### src/rtl/slug_input_arbiter.sv
`timescale 1ns/1ps
`default_nettype none
// ============================================================================
//  Module      : slug_input_arbiter
//  Description : Shares one five-button input set (up/down/left/right/centre)
//                between two HPS joystick sources. Each source bit is
//                debounced, ownership is granted to one source at a time,
//                and ownership is released after a period of owner
//                inactivity. All buttons are blanked while the OSD is open.
//  Revision    : 1.0  initial release
// ----------------------------------------------------------------------------
//  Parameters
//    DEB_CYCLES    stable cycles before a debounced bit changes (>=1)
//    IDLE_TIMEOUT  owner-inactive cycles before ownership release (>=2)
//    AUTOFIRE_HALF half-period of the btn_c auto-repeat (>=1)
//  Ports
//    clk_sys      in   1   system clock
//    reset_n      in   1   asynchronous active-low reset
//    joy_a        in   16  source A word: [0]=R [1]=L [2]=D [3]=U [4]=C
//    joy_b        in   16  source B word, same mapping
//    osd_active   in   1   OSD open; blanks buttons, freezes arbitration
//    btn_u/d/l/r  out  1   registered direction buttons to the game
//    btn_c        out  1   registered centre/fire button to the game
//    owner        out  2   00 none, 01 source A, 10 source B
//    grant_pulse  out  1   one-cycle pulse with the first owned cycle
//  Configuration macro
//    SLUG_AUTOFIRE_EN  when defined, a held owner C button auto-repeats on
//                      btn_c with a period of 2*AUTOFIRE_HALF cycles.
// ============================================================================
module slug_input_arbiter #(
    parameter int DEB_CYCLES    = 50000,
    parameter int IDLE_TIMEOUT  = 1 << 24,
    parameter int AUTOFIRE_HALF = 1 << 21
) (
    input  logic        clk_sys,
    input  logic        reset_n,
    input  logic [15:0] joy_a,
    input  logic [15:0] joy_b,
    input  logic        osd_active,
    output logic        btn_u,
    output logic        btn_d,
    output logic        btn_l,
    output logic        btn_r,
    output logic        btn_c,
    output logic [1:0]  owner,
    output logic        grant_pulse
);

    // ------------------------------------------------------------------------
    // Constants
    // ------------------------------------------------------------------------
    localparam int c_DEB_W  = $clog2(DEB_CYCLES + 1);
    localparam int c_IDLE_W = $clog2(IDLE_TIMEOUT + 1);

    localparam logic [c_DEB_W-1:0]  c_DEB_LAST  = c_DEB_W'(DEB_CYCLES - 1);
    localparam logic [c_IDLE_W-1:0] c_IDLE_LAST = c_IDLE_W'(IDLE_TIMEOUT - 1);

    localparam logic [1:0] c_ST_IDLE    = 2'd0;
    localparam logic [1:0] c_ST_OWN_A   = 2'd1;
    localparam logic [1:0] c_ST_OWN_B   = 2'd2;
    localparam logic [1:0] c_ST_RELEASE = 2'd3;

    localparam logic [1:0] c_OWNER_NONE = 2'b00;
    localparam logic [1:0] c_OWNER_A    = 2'b01;
    localparam logic [1:0] c_OWNER_B    = 2'b10;

    // Button bit positions inside the five-bit button vectors.
    localparam int c_BIT_R = 0;
    localparam int c_BIT_L = 1;
    localparam int c_BIT_D = 2;
    localparam int c_BIT_U = 3;
    localparam int c_BIT_C = 4;

    // ------------------------------------------------------------------------
    // Raw inputs: source A in [4:0], source B in [9:5]
    // ------------------------------------------------------------------------
    logic [9:0] w_raw;
    logic [9:0] w_deb;
    logic       w_unused_joy_bits;

    assign w_raw = {joy_b[4:0], joy_a[4:0]};

    // Only the five button bits of each joystick word are meaningful.
    assign w_unused_joy_bits = ^{joy_a[15:5], joy_b[15:5]};

    // ------------------------------------------------------------------------
    // Debounce: one counter per bit. The counter tracks how many consecutive
    // cycles the raw bit has disagreed with the debounced bit; any agreement
    // clears it. The debounced bit only moves after DEB_CYCLES consecutive
    // disagreeing samples, so shorter glitches never reach it. The counter
    // clears on the update, so it never exceeds DEB_CYCLES-1 and cannot wrap.
    // Debounce runs regardless of FSM state or OSD.
    // ------------------------------------------------------------------------
    genvar gi;
    generate
        for (gi = 0; gi < 10; gi++) begin : g_deb
            logic [c_DEB_W-1:0] r_cnt;
            logic               r_bit;

            always_ff @(posedge clk_sys or negedge reset_n) begin
                if (!reset_n) begin
                    r_cnt <= '0;
                    r_bit <= 1'b0;
                end else if (w_raw[gi] == r_bit) begin
                    r_cnt <= '0;
                end else if (r_cnt == c_DEB_LAST) begin
                    r_bit <= w_raw[gi];
                    r_cnt <= '0;
                end else begin
                    r_cnt <= r_cnt + 1'b1;
                end
            end

            assign w_deb[gi] = r_bit;
        end
    endgenerate

    logic [4:0] w_deb_a;
    logic [4:0] w_deb_b;
    logic       w_act_a;
    logic       w_act_b;

    assign w_deb_a = w_deb[4:0];
    assign w_deb_b = w_deb[9:5];
    assign w_act_a = |w_deb_a;
    assign w_act_b = |w_deb_b;

    // ------------------------------------------------------------------------
    // Ownership FSM
    // ------------------------------------------------------------------------
    logic [1:0]          r_state;
    logic [1:0]          w_state_nxt;
    logic [c_IDLE_W-1:0] r_idle_cnt;
    logic                w_owner_act;
    logic                w_idle_expired;
    logic                w_owned;

    // Activity of whichever source currently owns; the other source is not
    // looked at at all while ownership is held.
    always_comb begin
        w_owner_act = 1'b0;
        case (r_state)
            c_ST_OWN_A: w_owner_act = w_act_a;
            c_ST_OWN_B: w_owner_act = w_act_b;
            default:    w_owner_act = 1'b0;
        endcase
    end

    assign w_owned        = (r_state == c_ST_OWN_A) || (r_state == c_ST_OWN_B);
    assign w_idle_expired = w_owned && !w_owner_act && (r_idle_cnt == c_IDLE_LAST);

    // State register
    always_ff @(posedge clk_sys or negedge reset_n) begin
        if (!reset_n) begin
            r_state <= c_ST_IDLE;
        end else begin
            r_state <= w_state_nxt;
        end
    end

    // Next-state logic. With the OSD open the whole arbitration is frozen,
    // including grants out of IDLE and the exit from RELEASE.
    always_comb begin
        w_state_nxt = r_state;
        if (!osd_active) begin
            case (r_state)
                c_ST_IDLE: begin
                    // Source A wins a simultaneous rise.
                    if (w_act_a) begin
                        w_state_nxt = c_ST_OWN_A;
                    end else if (w_act_b) begin
                        w_state_nxt = c_ST_OWN_B;
                    end
                end
                c_ST_OWN_A,
                c_ST_OWN_B: begin
                    if (w_idle_expired) begin
                        w_state_nxt = c_ST_RELEASE;
                    end
                end
                // One dead cycle between owners; nothing is granted here.
                c_ST_RELEASE: w_state_nxt = c_ST_IDLE;
                default:      w_state_nxt = c_ST_IDLE;
            endcase
        end
    end

    // Inactivity counter. Held while the OSD is open; cleared by owner
    // activity and outside the owned states. It clears on expiry, so it
    // never exceeds IDLE_TIMEOUT-1 and cannot wrap.
    always_ff @(posedge clk_sys or negedge reset_n) begin
        if (!reset_n) begin
            r_idle_cnt <= '0;
        end else if (osd_active) begin
            r_idle_cnt <= r_idle_cnt;
        end else if (w_owned && !w_owner_act && !w_idle_expired) begin
            r_idle_cnt <= r_idle_cnt + 1'b1;
        end else begin
            r_idle_cnt <= '0;
        end
    end

    // ------------------------------------------------------------------------
    // Output logic (combinational next values, registered below)
    // ------------------------------------------------------------------------
    logic [4:0] w_sel_btn;
    logic [4:0] w_btn_nxt;
    logic [1:0] w_owner_nxt;
    logic       w_grant_nxt;

    always_comb begin
        w_sel_btn   = 5'b0;
        w_owner_nxt = c_OWNER_NONE;
        w_grant_nxt = 1'b0;

        // Buttons come from the state of this cycle, so they follow the
        // owner report by one cycle on a grant.
        if (!osd_active) begin
            case (r_state)
                c_ST_OWN_A: w_sel_btn = w_deb_a;
                c_ST_OWN_B: w_sel_btn = w_deb_b;
                default:    w_sel_btn = 5'b0;
            endcase
        end

        // owner is taken from the next state so that it and grant_pulse
        // appear on the same cycle the FSM enters an owned state.
        case (w_state_nxt)
            c_ST_OWN_A: w_owner_nxt = c_OWNER_A;
            c_ST_OWN_B: w_owner_nxt = c_OWNER_B;
            default:    w_owner_nxt = c_OWNER_NONE;
        endcase

        w_grant_nxt = (r_state == c_ST_IDLE) &&
                      ((w_state_nxt == c_ST_OWN_A) || (w_state_nxt == c_ST_OWN_B));
    end

`ifdef SLUG_AUTOFIRE_EN
    // ------------------------------------------------------------------------
    // Autofire: while the owner's C is passed through, btn_c is gated by a
    // square wave that starts high and toggles every AUTOFIRE_HALF cycles.
    // Any cycle without a passed-through C restarts the phase.
    // ------------------------------------------------------------------------
    localparam int                c_AF_W    = $clog2(AUTOFIRE_HALF + 1);
    localparam logic [c_AF_W-1:0] c_AF_LAST = c_AF_W'(AUTOFIRE_HALF - 1);

    logic [c_AF_W-1:0] r_af_cnt;
    logic              r_af_lvl;
    logic              w_af_held;

    assign w_af_held = w_sel_btn[c_BIT_C];

    always_ff @(posedge clk_sys or negedge reset_n) begin
        if (!reset_n) begin
            r_af_cnt <= '0;
            r_af_lvl <= 1'b1;
        end else if (!w_af_held) begin
            r_af_cnt <= '0;
            r_af_lvl <= 1'b1;
        end else if (r_af_cnt == c_AF_LAST) begin
            r_af_cnt <= '0;
            r_af_lvl <= ~r_af_lvl;
        end else begin
            r_af_cnt <= r_af_cnt + 1'b1;
        end
    end

    always_comb begin
        w_btn_nxt          = w_sel_btn;
        w_btn_nxt[c_BIT_C] = w_af_held & r_af_lvl;
    end
`else
    // Without autofire btn_c is a plain copy of the owner's debounced C.
    localparam int c_unused_af_half = AUTOFIRE_HALF;

    assign w_btn_nxt = w_sel_btn;
`endif

    // ------------------------------------------------------------------------
    // Output registers
    // ------------------------------------------------------------------------
    logic [4:0] r_btn;
    logic [1:0] r_owner;
    logic       r_grant;

    always_ff @(posedge clk_sys or negedge reset_n) begin
        if (!reset_n) begin
            r_btn   <= 5'b0;
            r_owner <= c_OWNER_NONE;
            r_grant <= 1'b0;
        end else begin
            r_btn   <= w_btn_nxt;
            r_owner <= w_owner_nxt;
            r_grant <= w_grant_nxt;
        end
    end

    assign btn_r       = r_btn[c_BIT_R];
    assign btn_l       = r_btn[c_BIT_L];
    assign btn_d       = r_btn[c_BIT_D];
    assign btn_u       = r_btn[c_BIT_U];
    assign btn_c       = r_btn[c_BIT_C];
    assign owner       = r_owner;
    assign grant_pulse = r_grant;

endmodule
`default_nettype wire
### config.mk
export PLATFORM = sky130hd
export DESIGN_NAME = slug_input_arbiter
export DESIGN_NICKNAME = d
export VERILOG_FILES = /design/src/rtl/slug_input_arbiter.sv
export SDC_FILE = /design/constraint.sdc
export NUM_CORES = 1
export LEC_CHECK = 0
export ABC_AREA = 1
export BUFFER_PORTS_ARGS = -buffer_cell sky130_fd_sc_hd__clkbuf_2
export CAP_MARGIN = 20
export CORE_UTILIZATION = 35
export CTS_CLUSTER_SIZE = 24
export DETAILED_ROUTE_END_ITERATION = 10
export PLACE_DENSITY_LB_ADDON = 0.08
export SLEW_MARGIN = 20
export SYNTH_ARGS = -nofsm -noshare
export SYNTH_HDL_FRONTEND = slang
export SYNTH_SLANG_ARGS = --single-unit
### constraint.sdc
create_clock -name clk_sys -period 2.55 [get_ports clk_sys]
set_clock_uncertainty 0.2 [all_clocks]
set_input_delay 0.51 -clock clk_sys [delete_from_list [all_inputs] [get_ports clk_sys]]
set_output_delay 0.51 -clock clk_sys [all_outputs]
set_load 0.01 [all_outputs]
==> results of run 1 <==
cell usage in the layout (no fill, tap or decap), types with 18 or more instances in the layout:
| master | n |
|---|---|
| a21oi_1 | 73 |
| clkbuf_16 | 25 |
| clkbuf_2 | 19 |
| dfrtp_1 | 205 |
| inv_1 | 183 |
| nand2_1 | 204 |
| nand3_1 | 77 |
| nand4_1 | 37 |
| nor2_1 | 195 |
| nor2_2 | 32 |
| nor3_1 | 73 |
| nor3b_1 | 23 |
| nor4_1 | 18 |
| o21ai_0 | 28 |
| xor2_1 | 47 |
where the power goes:
group / total (mW) / internal, mW / switching [mW]
Clock: 3.70 / 2.28 / 1.43
Sequential: 3.47 / 3.38 / 0.0923
Combinational: 0.699 / 0.225 / 0.474
Total: 7.87 / 5.88 / 1.99
what timing repair did:
| item | CTS | global route |
|---|---|---|
| hold endpoints to repair | 54 | 0 |
| resized for setup | 0 | 0 |
| setup buffers | 0 | 0 |
| hold buffers | 1 | 0 |
cell type report:
type / instances / area (µm²) / area share, %
timing repair buffer: 28 / 223 / 1.82
sequential: 205 / 5130 / 41.8
tap: 390 / 488 / 3.98
clock inverter: 13 / 151 / 1.24
inverter: 191 / 717 / 5.85
multi-input combinational: 907 / 4830 / 39.4
clock buffer: 33 / 716 / 5.84
critical path, cell delays in order (launching register included):
cell,delay (ns)
dfrtp_1,0.41
inv_1,0.11
ha_1,0.27
nand2_1,0.10
nand2_1,0.08
nor2_4,0.16
nand2_1,0.09
nand2_1,0.06
nand3_1,0.09
nand2_1,0.07
o21ai_0,0.09
ha_1,0.29
nor2_1,0.09
kinds of logic (layout without fill, tap and decap cells):
kind of cell,after synthesis,count (layout)
muxes,5,5
adders and majority gates,17,17
and+or+nand+nor,704,704
xor gates and xnor gates,56,56
AOI/OAI and AO/OA,125,125
DFF,205,205
buffers and inverters,195,265
per-stage QoR:
| step | util, % | instance area [µm²] | power (mW) | setup slack, ns | instances |
|---|---|---|---|---|---|
| finish | 41.0 | 12300 | 7.87 | 0.363 | 1767 |
| global route | 41.0 | 12300 | 8.27 | 0.174 | 1767 |
| global placement | 38.1 | 11400 | 4.25 | 0.351 | 1720 |
| floorplan | - | 10700 | 3.97 | 0.589 | 1307 |
| CTS | 41.0 | 12300 | 8.04 | 0.328 | 1767 |
| detailed placement | 38.1 | 11400 | 4.26 | 0.347 | 1720 |
worst paths after layout:
kind	slack, ns	start	cells past startpoint	to
hold reg to reg	0.25	g_deb[9].r_cnt[0]	1	g_deb[9].r_cnt[0]
setup reg to reg	0.36	r_state[1]	12	grant_pulse
setup / recovery	0.36	r_state[1]	12	grant_pulse
hold / removal	0.06	joy_a[2]	2	g_deb[2].r_bit
max in group asynchronous	1.22	reset_n	3	g_deb[5].r_cnt[13]
min in group asynchronous	0.32	reset_n	2	g_deb[7].r_cnt[8]
registers in the layout, indices dropped and copies added (netlist names):
name         count
grant_pulse      1
r_state          2
r_btn            5
g_deb.r_bit     10
owner            2
g_deb.r_cnt    160
r_idle_cnt      25
metal layers:
| layer | track usage (%) | part of all wire [%] | up-vias |
|---|---|---|---|
| met5 | 0 | 0 | - |
| met4 | 4.24 | 2.2 | 0 |
| met3 | 2.08 | 2.2 | 31 |
| met2 | 24.6 | 45 | 53 |
| met1 | 21.5 | 50 | 3885 |
| li1 | - | - | 4348 |
==> impl_metrics.toml, run 1 <==
[run_status]
outcome = "finished, final reports clean"

[synth]
synth_commonest_cells = "dfrtp_1, nand2_1, nor2_1"
synth_edf_count = 0
syn_area_mm2 = 0.0107
synth_xor_area_share_pct = 4.58
ys_warn_count = 0
synth.area.mux_share_pct = 0.525
yosys_most_used_dff = "dfrtp_1"
yosysTopAreaCellShare_pct = 47.9
ys_seq_area_share_pct = 47.9
synth-adder-area-share_pct = 1.99
synthTopCellsByArea = "dfrtp_1, nand2_1, nor2_1"
synth_most_common_cell = "dfrtp_1"
synth_top_family_by_area = "simple AND/OR/NAND/NOR gates"
yosys.area.top_type = "dfrtp_1"
synthSimpleGateAreaFrac_pct = 31.6
syn_inst = 1307
yosys_register_bits = 205
avgSynthCellArea_um2 = 8.20
synthArstFlopShare_pct = 100
synth_compound_area_share_pct = 6.38
yosysUniqueCellTypes = 40
synth_fp_nets = 1359

[clocking]
clk_latency_ns = 0.53
cts_max_path_buffers = 3
tritoncts = "yes"
cts_root_buf = "clkbuf_16"
htree_levels = 1
numClockSinks = 205
path_clk_slew_ns = 0.06
numCtsBuffers = 25

[drt]
firstDrtPassIters = 4
wl_um = 22700
vias_per_cell = 4.71
route.vias.total = 8317
ant_nets = 0
routedWlPerCell_um = 12.8
drc = 0
first_iter_violations = 411

[global_routing]
grt_max_degree = 60
antenna_found_initial = 0
grt_pass1_wl_um = 39700
grt_pass1_vias = 8209
grt_use_total_pct = 15.3
grt-ovfl-total = 0

[pwr]
p_leak_nw = 5.33
powerDensity_mw_per_mm2 = 642
ir_drop_mv = 0.381

[finish]
fill_cells = 3101
drive_above_1_share_pct = 11.3
diodes = 0
nets = 1410
area_growth_pct = 14.4

[sta]
period_needed_ns = 2.19
drv_slew = 0
setup_violations = 0
worst_pin_slew_ns = 0.585
whs_ns = 0.0562
max_slew_margin_pct = 60.7
fmax_ghz = 0.457
tns_ns = 0
rsz0062_at_grt = "false"
final-hold-violation-count = 0
finalCritPeriodShare_pct = 85.8

[flow_run]
drv_cap = 0

[floorplanning]
num_io_pins = 43
rows = 63
fp.dieW_um = 177
die_h_um = 177
start_util_pct = 35.9
die_area_mm2 = 0.0313
coreArea_mm2 = 0.0299

[setup_path]
cp_max_fo = 6
cp.arrival_ns = 2.44
end_kind = "flip-flop"
required_ns = 2.81
path_class = "reg2reg"
cp-start-kind = "flip-flop"

[placed_design]
io_buffers = 20
dp_hpwl_um = 16300
gp_congestion = 0.797

[hold_path]
hp-class = "in2reg"
(Power assumes the default switching activity.)
==> run 2: changes to the inputs <==
==> constraint.sdc (replaced) <==
create_clock -name clk_sys -period 2.4 [get_ports clk_sys]
set_clock_uncertainty 0.2 [all_clocks]
set_input_delay 0.48 -clock clk_sys [delete_from_list [all_inputs] [get_ports clk_sys]]
set_output_delay 0.48 -clock clk_sys [all_outputs]
set_load 0.01 [all_outputs]
==> impl_metrics.toml, run 2 (synthesized netlist as in run 1, its figures left out) <==
[run_status]
outcome = "finished, final reports clean"

[finish]
diodes = 0
area_growth_pct = 14.5
mostFrequentLayoutCell = "dfrtp_1"
top_register = "g_deb.r_cnt"
layout.cells.non_filler = 1774
final_cell_mix = "dfrtp_1, nand2_1, nor2_1"
drive_above_1_share_pct = 11.3
largest_reg_flops = 160
top_regs = "g_deb.r_cnt (160), r_idle_cnt (25), g_deb.r_bit (10)"
nets = 1420

[placed_design]
dp_hpwl_um = 16300
place_ws_ns = 0.235
gp_congestion = 0.806
io_buffers = 20
dp.cells = 1730

[global_routing]
antenna_found_initial = 0
grt-ovfl-total = 0
grt_use_total_pct = 15.2
grt_max_degree = 56
grt_pass1_wl_um = 39200
grt_pass1_vias = 8132

[setup_path]
r2r-start = "r_state[1]"
path_class = "reg2reg"
critPathLaunch = "r_state[1]"
cp_slowest_cell = "dfrtp_1"
path_common_cell = "nand2_1"
cp_max_fo = 5
r2r_cells = 11
required_ns = 2.65
cp-start-kind = "flip-flop"
reg2reg_slack_ns = 0.23
worstPathCellList = "inv_1, ha_1, nand2_1, nor2_4, nand2_1, nand2_1, nand3_1, nand2_1, o21ai_0, ha_1, nor2_1"
slowest_delay_ns = 0.41
r2r_end = "grant_pulse"
cp.arrival_ns = 2.42
end_kind = "flip-flop"

[drt]
ant_nets = 0
routedWlPerCell_um = 12.8
dr_wl_met3_um = 557
wl_met2_um = 10200
wl_met1_um = 11400
route.vias.total = 8368
firstDrtPassIters = 5
drc = 0
wl_um = 22600
top_layer = "met4"
first_iter_violations = 448
vias_per_cell = 4.72

[hold_path]
hold_depth = 3
hold_path.startpoint = "joy_a[3]"
holdPathEnd = "g_deb[3].r_bit"
hp-class = "in2reg"

[clocking]
cts-resized-gates = 0
htree_levels = 1
cts_root_buf = "clkbuf_16"
tritoncts = "yes"
clk_latency_ns = 0.52
numCtsBuffers = 25
numClockSinks = 205
path_clk_slew_ns = 0.06
cts_max_path_buffers = 3

[sta]
timing.final.ws_setup_ns = 0.229
tns_ns = 0
setup_violations = 0
drv_slew = 0
fmax_ghz = 0.461
whs_ns = 0.0455
final-hold-violation-count = 0
finalCritPeriodShare_pct = 90.4
rsz0062_at_grt = "false"
worst_pin_slew_ns = 0.528
period_needed_ns = 2.17
max_slew_margin_pct = 64.4

[floorplanning]
start_util_pct = 35.9
coreArea_mm2 = 0.0299
rows = 63
die_area_mm2 = 0.0313
fp.dieW_um = 177
die_h_um = 177
num_io_pins = 43

[pwr]
p_leak_nw = 5.35
powerDensity_mw_per_mm2 = 673
ir_drop_mv = 0.555
power_mw = 8.26

[flow_run]
drv_cap = 0
## run 2: power by group
group | total [mW] | switching (mW) | internal [mW]
logic | 0.768 | 0.512 | 0.255
clock network | 3.80 | 1.45 | 2.35
registers | 3.69 | 0.0962 | 3.59
total | 8.26 | 2.06 | 6.20
## run 2: what timing repair did
item                                    in CTS  in global routing
endpoints found under the hold margin       50                  0
hold buffers                                 1                  0
setup buffers                                0                  0
endpoints found under the setup margin       0                  0
## run 2: cell type report
cell class | count | area [µm²]
Clock buffer | 37 | 711
Clock inverter | 6 | 105
Fill cell | 3042 | 17600
Inverter | 191 | 717
Multi-Input combinational cell | 907 | 4830
Sequential cell | 205 | 5130
Tap cell | 390 | 488
Timing Repair Buffer | 38 | 285
## run 2: worst max-delay path: cells and delay by family, from the launching register on
family	cells	cell delay (ns)
flops	1	0.41
buf+inv	1	0.11
simple gates	7	0.67
fa+ha+maj	2	0.63
compound gates	1	0.08
## run 2: stage by stage
step	area (µm²)	utilization, %
2_1_floorplan	10700	-
3_3_place_gp	11400	38.3
3_5_place_dp	11400	38.3
4_1_cts	12300	41.1
5_1_grt	12300	41.1
6_report	12300	41.1
## run 2: worst max path at each step
stage / endpoint / slack (ns) / depth (start not counted)
after floorplan: grant_pulse / 0.44 / 11
after global placement: grant_pulse / 0.21 / 11
after detailed placement: grant_pulse / 0.23 / 11
after CTS: grant_pulse / 0.22 / 11
after global routing: grant_pulse / 0.04 / 11
final: grant_pulse / 0.23 / 11
## run 2: layer usage
layer | global-route usage (%) | up-vias
li1 | - | 4374
met1 | 21.3 | 3894
met2 | 24.8 | 73
met3 | 2.17 | 27
met4 | 3.59 | 0
met5 | 0 | -
